[src/rtl/decode_stage.sv]
// Instruction decode: register read with write-back bypass, load-use
// hazard detection and the ID/EX pipeline register.
module decode_stage #(
    parameter int DATA_W = 32,
    parameter int REG_A  = 5
) (
    input  logic              clk,
    input  logic              rstn,
    input  logic              id_valid,
    input  logic [DATA_W-1:0] id_instr,
    input  logic [DATA_W-1:0] id_pc,
    output logic [REG_A-1:0]  rf_ra_addr,
    output logic [REG_A-1:0]  rf_rb_addr,
    input  logic [DATA_W-1:0] rf_ra_data,
    input  logic [DATA_W-1:0] rf_rb_data,
    input  logic              wb_en,
    input  logic [REG_A-1:0]  wb_addr,
    input  logic [DATA_W-1:0] wb_data,
    input  logic              flush,
    input  logic              ex_stall,
    output logic              id_stall,
    output logic              ex_valid,
    output logic              ex_reg_write,
    output logic              ex_mem_read,
    output logic              ex_mem_write,
    output logic              ex_branch,
    output logic              ex_alu_src,
    output logic              ex_illegal,
    output logic [DATA_W-1:0] ex_ra_data,
    output logic [DATA_W-1:0] ex_rb_data,
    output logic [DATA_W-1:0] ex_imm,
    output logic [DATA_W-1:0] ex_pc,
    output logic [REG_A-1:0]  ex_dest,
    output logic [5:0]        ex_funct
);

    typedef struct packed {
        logic              valid;
        logic              reg_write;
        logic              mem_read;
        logic              mem_write;
        logic              branch;
        logic              alu_src;
        logic              illegal;
        logic [DATA_W-1:0] ra_data;
        logic [DATA_W-1:0] rb_data;
        logic [DATA_W-1:0] imm;
        logic [DATA_W-1:0] pc;
        logic [REG_A-1:0]  dest;
        logic [5:0]        funct;
    } id_ex_t;

    localparam logic [5:0] OP_R    = 6'b000000;
    localparam logic [5:0] OP_ADDI = 6'b001000;
    localparam logic [5:0] OP_LW   = 6'b100011;
    localparam logic [5:0] OP_SW   = 6'b101011;
    localparam logic [5:0] OP_BEQ  = 6'b000100;

    logic [5:0]        opcode;
    logic [REG_A-1:0]  rs;
    logic [REG_A-1:0]  rt;
    logic [REG_A-1:0]  rd;
    logic [DATA_W-1:0] ra_sel;
    logic [DATA_W-1:0] rb_sel;
    logic              uses_rs;
    logic              uses_rt;
    logic              hazard;
    id_ex_t            dec;
    id_ex_t            id_ex_d;
    id_ex_t            id_ex_q;

    assign opcode     = id_instr[31:26];
    assign rs         = id_instr[25:21];
    assign rt         = id_instr[20:16];
    assign rd         = id_instr[15:11];
    assign rf_ra_addr = rs;
    assign rf_rb_addr = rt;

    // r0 is not hardwired in the register file, and a same-cycle write
    // lands too late to be read, so both are resolved here.
    always_comb begin
        if (rs == '0)
            ra_sel = '0;
        else if (wb_en && wb_addr == rs)
            ra_sel = wb_data;
        else
            ra_sel = rf_ra_data;
        if (rt == '0)
            rb_sel = '0;
        else if (wb_en && wb_addr == rt)
            rb_sel = wb_data;
        else
            rb_sel = rf_rb_data;
    end

    always_comb begin
        dec         = '0;
        uses_rs     = 1'b0;
        uses_rt     = 1'b0;
        dec.valid   = id_valid;
        dec.ra_data = ra_sel;
        dec.rb_data = rb_sel;
        dec.imm     = {{(DATA_W-16){id_instr[15]}}, id_instr[15:0]};
        dec.pc      = id_pc;
        dec.funct   = id_instr[5:0];
        unique case (1'b1)
            opcode == OP_R: begin
                dec.reg_write = rd != '0;
                dec.dest      = rd;
                uses_rs       = 1'b1;
                uses_rt       = 1'b1;
            end
            opcode == OP_ADDI: begin
                dec.reg_write = 1'b1;
                dec.alu_src   = 1'b1;
                dec.dest      = rt;
                uses_rs       = 1'b1;
            end
            opcode == OP_LW: begin
                dec.reg_write = 1'b1;
                dec.mem_read  = 1'b1;
                dec.alu_src   = 1'b1;
                dec.dest      = rt;
                uses_rs       = 1'b1;
            end
            opcode == OP_SW: begin
                dec.mem_write = 1'b1;
                dec.alu_src   = 1'b1;
                uses_rs       = 1'b1;
                uses_rt       = 1'b1;
            end
            opcode == OP_BEQ: begin
                dec.branch = 1'b1;
                uses_rs    = 1'b1;
                uses_rt    = 1'b1;
            end
            default: dec.illegal = 1'b1;
        endcase
        if (!id_valid) begin
            dec.reg_write = 1'b0;
            dec.mem_read  = 1'b0;
            dec.mem_write = 1'b0;
            dec.branch    = 1'b0;
            dec.alu_src   = 1'b0;
            dec.illegal   = 1'b0;
        end
    end

    assign hazard = id_ex_q.valid && id_ex_q.mem_read
                  && id_ex_q.dest != '0 && id_valid
                  && ((id_ex_q.dest == rs && uses_rs)
                   || (id_ex_q.dest == rt && uses_rt));

    assign id_stall = (hazard && !flush) || ex_stall;

    always_comb begin
        id_ex_d = id_ex_q;
        if (flush)
            id_ex_d = '0;
        else if (ex_stall)
            id_ex_d = id_ex_q;
        else if (hazard)
            id_ex_d = '0;
        else
            id_ex_d = dec;
    end

    always_ff @(posedge clk) begin
        if (!rstn)
            id_ex_q <= '0;
        else
            id_ex_q <= id_ex_d;
    end

    assign ex_valid     = id_ex_q.valid;
    assign ex_reg_write = id_ex_q.reg_write;
    assign ex_mem_read  = id_ex_q.mem_read;
    assign ex_mem_write = id_ex_q.mem_write;
    assign ex_branch    = id_ex_q.branch;
    assign ex_alu_src   = id_ex_q.alu_src;
    assign ex_illegal   = id_ex_q.illegal;
    assign ex_ra_data   = id_ex_q.ra_data;
    assign ex_rb_data   = id_ex_q.rb_data;
    assign ex_imm       = id_ex_q.imm;
    assign ex_pc        = id_ex_q.pc;
    assign ex_dest      = id_ex_q.dest;
    assign ex_funct     = id_ex_q.funct;

endmodule

[config.mk]
export PLATFORM = sky130hd
export DESIGN_NAME = decode_stage
export DESIGN_NICKNAME = d
export VERILOG_FILES = /design/src/rtl/decode_stage.sv
export SDC_FILE = /design/constraint.sdc
export NUM_CORES = 1
export LEC_CHECK = 0
export CAP_MARGIN = 20
export CORE_ASPECT_RATIO = 1.25
export CORE_UTILIZATION = 35
export DETAILED_ROUTE_END_ITERATION = 7
export PLACE_DENSITY = 0.78
export SLEW_MARGIN = 25
export SYNTH_ARGS = -nofsm -noshare
export SYNTH_HDL_FRONTEND = slang
export SYNTH_SLANG_ARGS = --single-unit
[constraint.sdc]
create_clock -name clk -period 1.92 [get_ports clk]
set_clock_uncertainty 0.1 [all_clocks]
set_input_delay 0.384 -clock clk [delete_from_list [all_inputs] [get_ports clk]]
set_output_delay 0.384 -clock clk [all_outputs]
set_load 0.01 [all_outputs]
Yosys cells after proc, flatten, opt, wreduce, memory -nomap -nowiden
Cells that the tools add are included.
{"block": "op_classes", "add_sub_neg": 0, "multipliers": 0, "n_div": 0, "magnitude_cmp": 0, "eq_ne": 8, "shift": 0, "n_mux": 15, "bitwise": 1, "n_reduce_logical": 22}
{"operator": "$mux W146", "count": 1}
{"operator": "$mux W32", "count": 4}
{"operator": "$eq A5 B5 Y1", "count": 4}
{"operator": "$eq A6 B6 Y1 const B", "count": 2}
{"operator": "$logic_not A5 Y1", "count": 2}
{"operator": "$pmux W5 S2", "count": 1}
{"operator": "$reduce_bool A5 Y1", "count": 2}
{"operator": "$logic_and A1 B1 Y1", "count": 9}
{"operator": "$mux W1", "count": 7}
{"operator": "$eq A6 B3 Y1 const B", "count": 1}
{"operator": "$eq A6 B4 Y1 const B", "count": 1}
{"operator": "$logic_not A6 Y1", "count": 1}
{"operator": "$mux W6", "count": 1}
{"operator": "$reduce_or A3 Y1", "count": 2}
{"operator": "$reduce_or A5 Y1", "count": 1}
{"operator": "$reduce_or A2 Y1", "count": 2}
{"operator": "$logic_or A1 B1 Y1", "count": 2}
{"operator": "$pmux W1 S2", "count": 1}
{"operator": "$logic_not A1 Y1", "count": 1}
{"operator": "$not A1 Y1", "count": 1}
{"block": "totals", "reg_bits": 146, "latchBits": 0, "ramBits": 0, "romBits": 0, "input_bits": 171, "mem_count": 0}

Logic depth before layout (Yosys ltp)
{"block": "depth", "depth_word": 8, "ltp_mapped": 8}

Worst setup path after synthesis
No wires, ideal clock.
{"block": "synth_timing", "path_type": "input-to-output", "start": "input id_instr[27]", "end": "output id_stall", "t_arrival_ps": 1538, "slack_ps": -102, "stages": 5, "n_path_buf": 0, "path_cell_list": "or3_1 -> o22ai_1 -> nand3_2 -> a21o_1 -> o21ai_0"}
{"block": "synth_between", "elab_chain_cells": 8}
{"item": "from (decl)", "line_no": "10", "text": "input logic [DATA_W-1:0] id_instr,"}
{"item": "$eq A6 B4 Y1 (tied with other cells)", "line_no": "113", "text": "opcode == OP_ADDI: begin"}
{"item": "$reduce_or A5 Y1 (no line) or $reduce_or A3 Y1 (tied branches)"}
{"item": "$mux W1", "line_no": "106", "text": "unique case (1'b1)"}
{"item": "$logic_and A1 B1 Y1, on equally long branches", "line_no": "151, 152"}
{"item": "$logic_or A1 B1 Y1 (*)", "line_no": "152", "text": "|| (id_ex_q.dest == rt && uses_rt));"}
{"item": "$logic_and A1 B1 Y1 (*)", "line_no": "151", "text": "&& ((id_ex_q.dest == rs && uses_rs)"}
{"item": "$logic_and A1 B1 Y1 (*)", "line_no": "154", "text": "assign id_stall = (hazard && !flush) || ex_stall;"}
{"item": "$logic_or A1 B1 Y1 (*)", "line_no": "154"}
{"item": "to (decl)", "line_no": "21", "text": "output logic id_stall,"}
Mark *: on every way between the ends. The rest lies on a longest branch, timed or not.

Worst setup path in the final report
{"block": "layout_timing", "start": "input id_instr[31]", "end": "output id_stall"}
The elaborated chain is that of the path after synthesis.

==> results.py <==
metrics = {
    "timing": {
        "max_freq_mhz": 392,
        "setup_violations": 123,
        "slew_headroom": 0.605,
        "worst_pin_slew_ps": 576,
        "fin_crit_sh": 1.33,
        "final.min_clock_period_ps": 2550,
        "hold_viol": 0,
        "rsz0062_at_grt": "yes",
        "timing.final.ws_setup_ps": -634,
        "slew_violations": 0,
    },
    "worst_setup_path": {
        "crit_path_max_fanout": 2,
        "endpoint_kind": "output pin",
        "crit_required_ps": 1440,
        "path_class": "in2out",
        "cp.arrival_ps": 2070,
        "start_kind": "input pin",
    },
    "synth": {
        "synth_top_area_share": 0.435,
        "synthesis.instances": 603,
        "syn_avg_cell_area_um2": 9.46,
        "netlist_top_cells_area": "dfxtp_1, mux2i_1, o31ai_1, nand2_1, buf_4",
        "yosys_warnings": 0,
        "ys_types": 33,
        "synth_fp_nets": 774,
        "seq_area_frac_synth": 0.435,
        "yosysTopAreaCell": "dfxtp_1",
        "synth_common_cells": "dfxtp_1, mux2i_1, nand2_1",
        "postSynth.asyncResetShare": 0,
        "netlist_area_um2": 5710,
        "ys_ff_latch": 124,
        "ys.flop_type": "dfxtp_1",
        "yosys.cell_count.top_type": "dfxtp_1",
        "synth-edff-count": 0,
    },
    "flow_run": {
        "cap_violations": 0,
    },
    "clock_tree": {
        "cts_made_buffers": 17,
        "clock_latency_ps": 410,
        "root_buffer": "clkbuf_16",
        "h-tree-depth": 4,
        "postCtsHoldBufs": 0,
        "cts_tree": "done",
        "clock-sinks": 124,
        "clk_pin_slew_ps": 60,
        "cts_buffer_depth": 2,
    },
    "floorplanning": {
        "die_w_um": 116,
        "io-pin-count": 328,
        "initial_core_util": 0.362,
        "core_region_area_um2": 15800,
        "die_y_um": 145,
        "dieArea_um2": 16800,
        "rows": 51,
    },
    "route": {
        "antenna_left": 0,
        "vias": 6224,
        "drt-total-wl_mm": 24.7,
        "drt_pass1_iterations": 5,
        "viasPerCell": 5.21,
        "post-route-drc-count": 0,
        "wl_per_cell_um": 20.7,
        "drt_iter0_markers": 323,
    },
    "run_status": {
        "violations": "negative setup slack",
        "status": "complete, but fails checks",
    },
    "pwr": {
        "ir_drop_mv": 0.439,
        "finalPower_uw": 7270,
        "p_leak_uw": 0.00447,
        "powerDensity_nw_per_um2": 656,
    },
    "worst_hold_path": {
        "hold_path_class": "reg2reg",
    },
    "global_route": {
        "grt_overflow": 0,
        "grt_pass1_vias": 6289,
        "grt_max_degree": 42,
        "grt_pass1_wl_mm": 34.3,
        "antenna_found_initial": 0,
        "grt_usage": 0.276,
    },
    "placement": {
        "pre_cts_slack_ps": -1130,
        "gp_congestion": 0.831,
        "dp_cells": 1128,
        "port_buffers": 327,
        "dp_hpwl_mm": 15.1,
    },
    "cells_and_area": {
        "nets": 1141,
        "fillCellCount": 1124,
        "final_cells": 1195,
        "drive_above_1_share": 0.199,
        "diodes": 0,
        "area_growth_pct": 94.4,
    },
}
-- layout by cell type (no fill, tap or decap), types with 4 or more instances in the layout --
master / n
nor4_1: 4
buf_12: 12
dfxtp_1: 119
mux2i_1: 111
o31ai_1: 28
nand2_1: 78
a21oi_1: 6
o31ai_2: 29
a22oi_1: 5
xor2_1: 18
nor2_1: 13
buf_16: 13
a31oi_1: 5
dfxtp_2: 4
clkbuf_16: 20
buf_6: 14
dlymetal6s2s_1: 17
clkinvlp_4: 4
nor3_1: 49
clkdlybuf4s50_1: 290
o21ai_1: 6
dlygate4sd2_1: 18
buf_4: 56
o31ai_4: 7
o21ai_2: 4
-- power by group --
part | total (µW) | switching [µW] | internal [µW]
clock network | 3390 | 1270 | 2120
logic | 1170 | 472 | 702
registers | 2710 | 50.0 | 2660
total | 7270 | 1800 | 5470
-- critical path, stage by stage --
cell and delay, ps:
clkdlybuf4s50_1 430, or3_4 420, o22ai_4 180, nand3_4 90
a21o_1 210, o21ai_2 180, buf_2 170
-- stage by stage --
step / TNS [ps] / util / instance area (µm²) / hold slack, ps
final: -41650 / 0.704 / 11100 / 348
after floorplan: 0 / - / 5710 / 380
after global placement: -87780 / 0.598 / 9420 / 332
after CTS: -28870 / 0.678 / 10700 / 352
after global routing: -50060 / 0.704 / 11100 / 375
after detailed placement: -81500 / 0.598 / 9420 / 338
-- per-layer routing --
| metal | share of wire | wire length (µm) | up-vias | GRT usage |
|---|---|---|---|---|
| met2 | 0.53 | 13100 | 304 | 0.513 |
| met5 | 0 | 0 | - | 0 |
| li1 | - | - | 2873 | - |
| met4 | 0.028 | 691 | 0 | 0.123 |
| met3 | 0.093 | 2300 | 47 | 0.0995 |
| met1 | 0.35 | 8660 | 3000 | 0.270 |
-- path summary, 6_finish.rpt --
path,start,end,slack (ps),cells past startpoint
setup / recovery,id_instr[31],id_stall,-630,7
hold / removal,ex_ra_data[7],ex_ra_data[7],350,2
setup reg to reg,ex_dest[3],ex_rb_data[31],-440,11
hold reg to reg,ex_ra_data[7],ex_ra_data[7],350,2
-- flip-flops by register name (all words and copies together) (netlist names), 5 cells and up --
| signal | cells |
|---|---|
| ex_dest | 5 |
| ex_pc | 32 |
| ex_imm | 16 |
| ex_ra_data | 32 |
| ex_rb_data | 32 |
-- cell type report --
class	count	area, µm²	share of cell area
Clock buffer	19	453	0.0408
Inverter	2	7.51	0.000677
Clock inverter	13	165	0.0149
Timing Repair Buffer	428	4600	0.415
Tap cell	212	265	0.0239
Sequential cell	124	2490	0.225
Multi-Input combinational cell	397	3110	0.280
-- cell families (layout without fill, tap and decap cells) --
kind of cell / after synthesis / after routing / synth area share
buffers and inverters: 82 / 462 / 0.0840
muxes: 113 / 113 / 0.198
AOI/OAI and AO/OA: 101 / 101 / 0.125
DFF: 124 / 124 / 0.435
and+or+nand+nor: 163 / 163 / 0.127
xor gates and xnor gates: 20 / 20 / 0.0307
-- timing repair --
| item | in CTS | in global routing |
|---|---|---|
| pin swaps | 8 | 8 |
| setup buffers | 15 | 9 |
| setup endpoints to repair | 155 | 138 |
| cloned | 15 | 3 |
| resized for setup | 54 | 94 |
No activity file was read; power rests on OpenSTA's default activity.
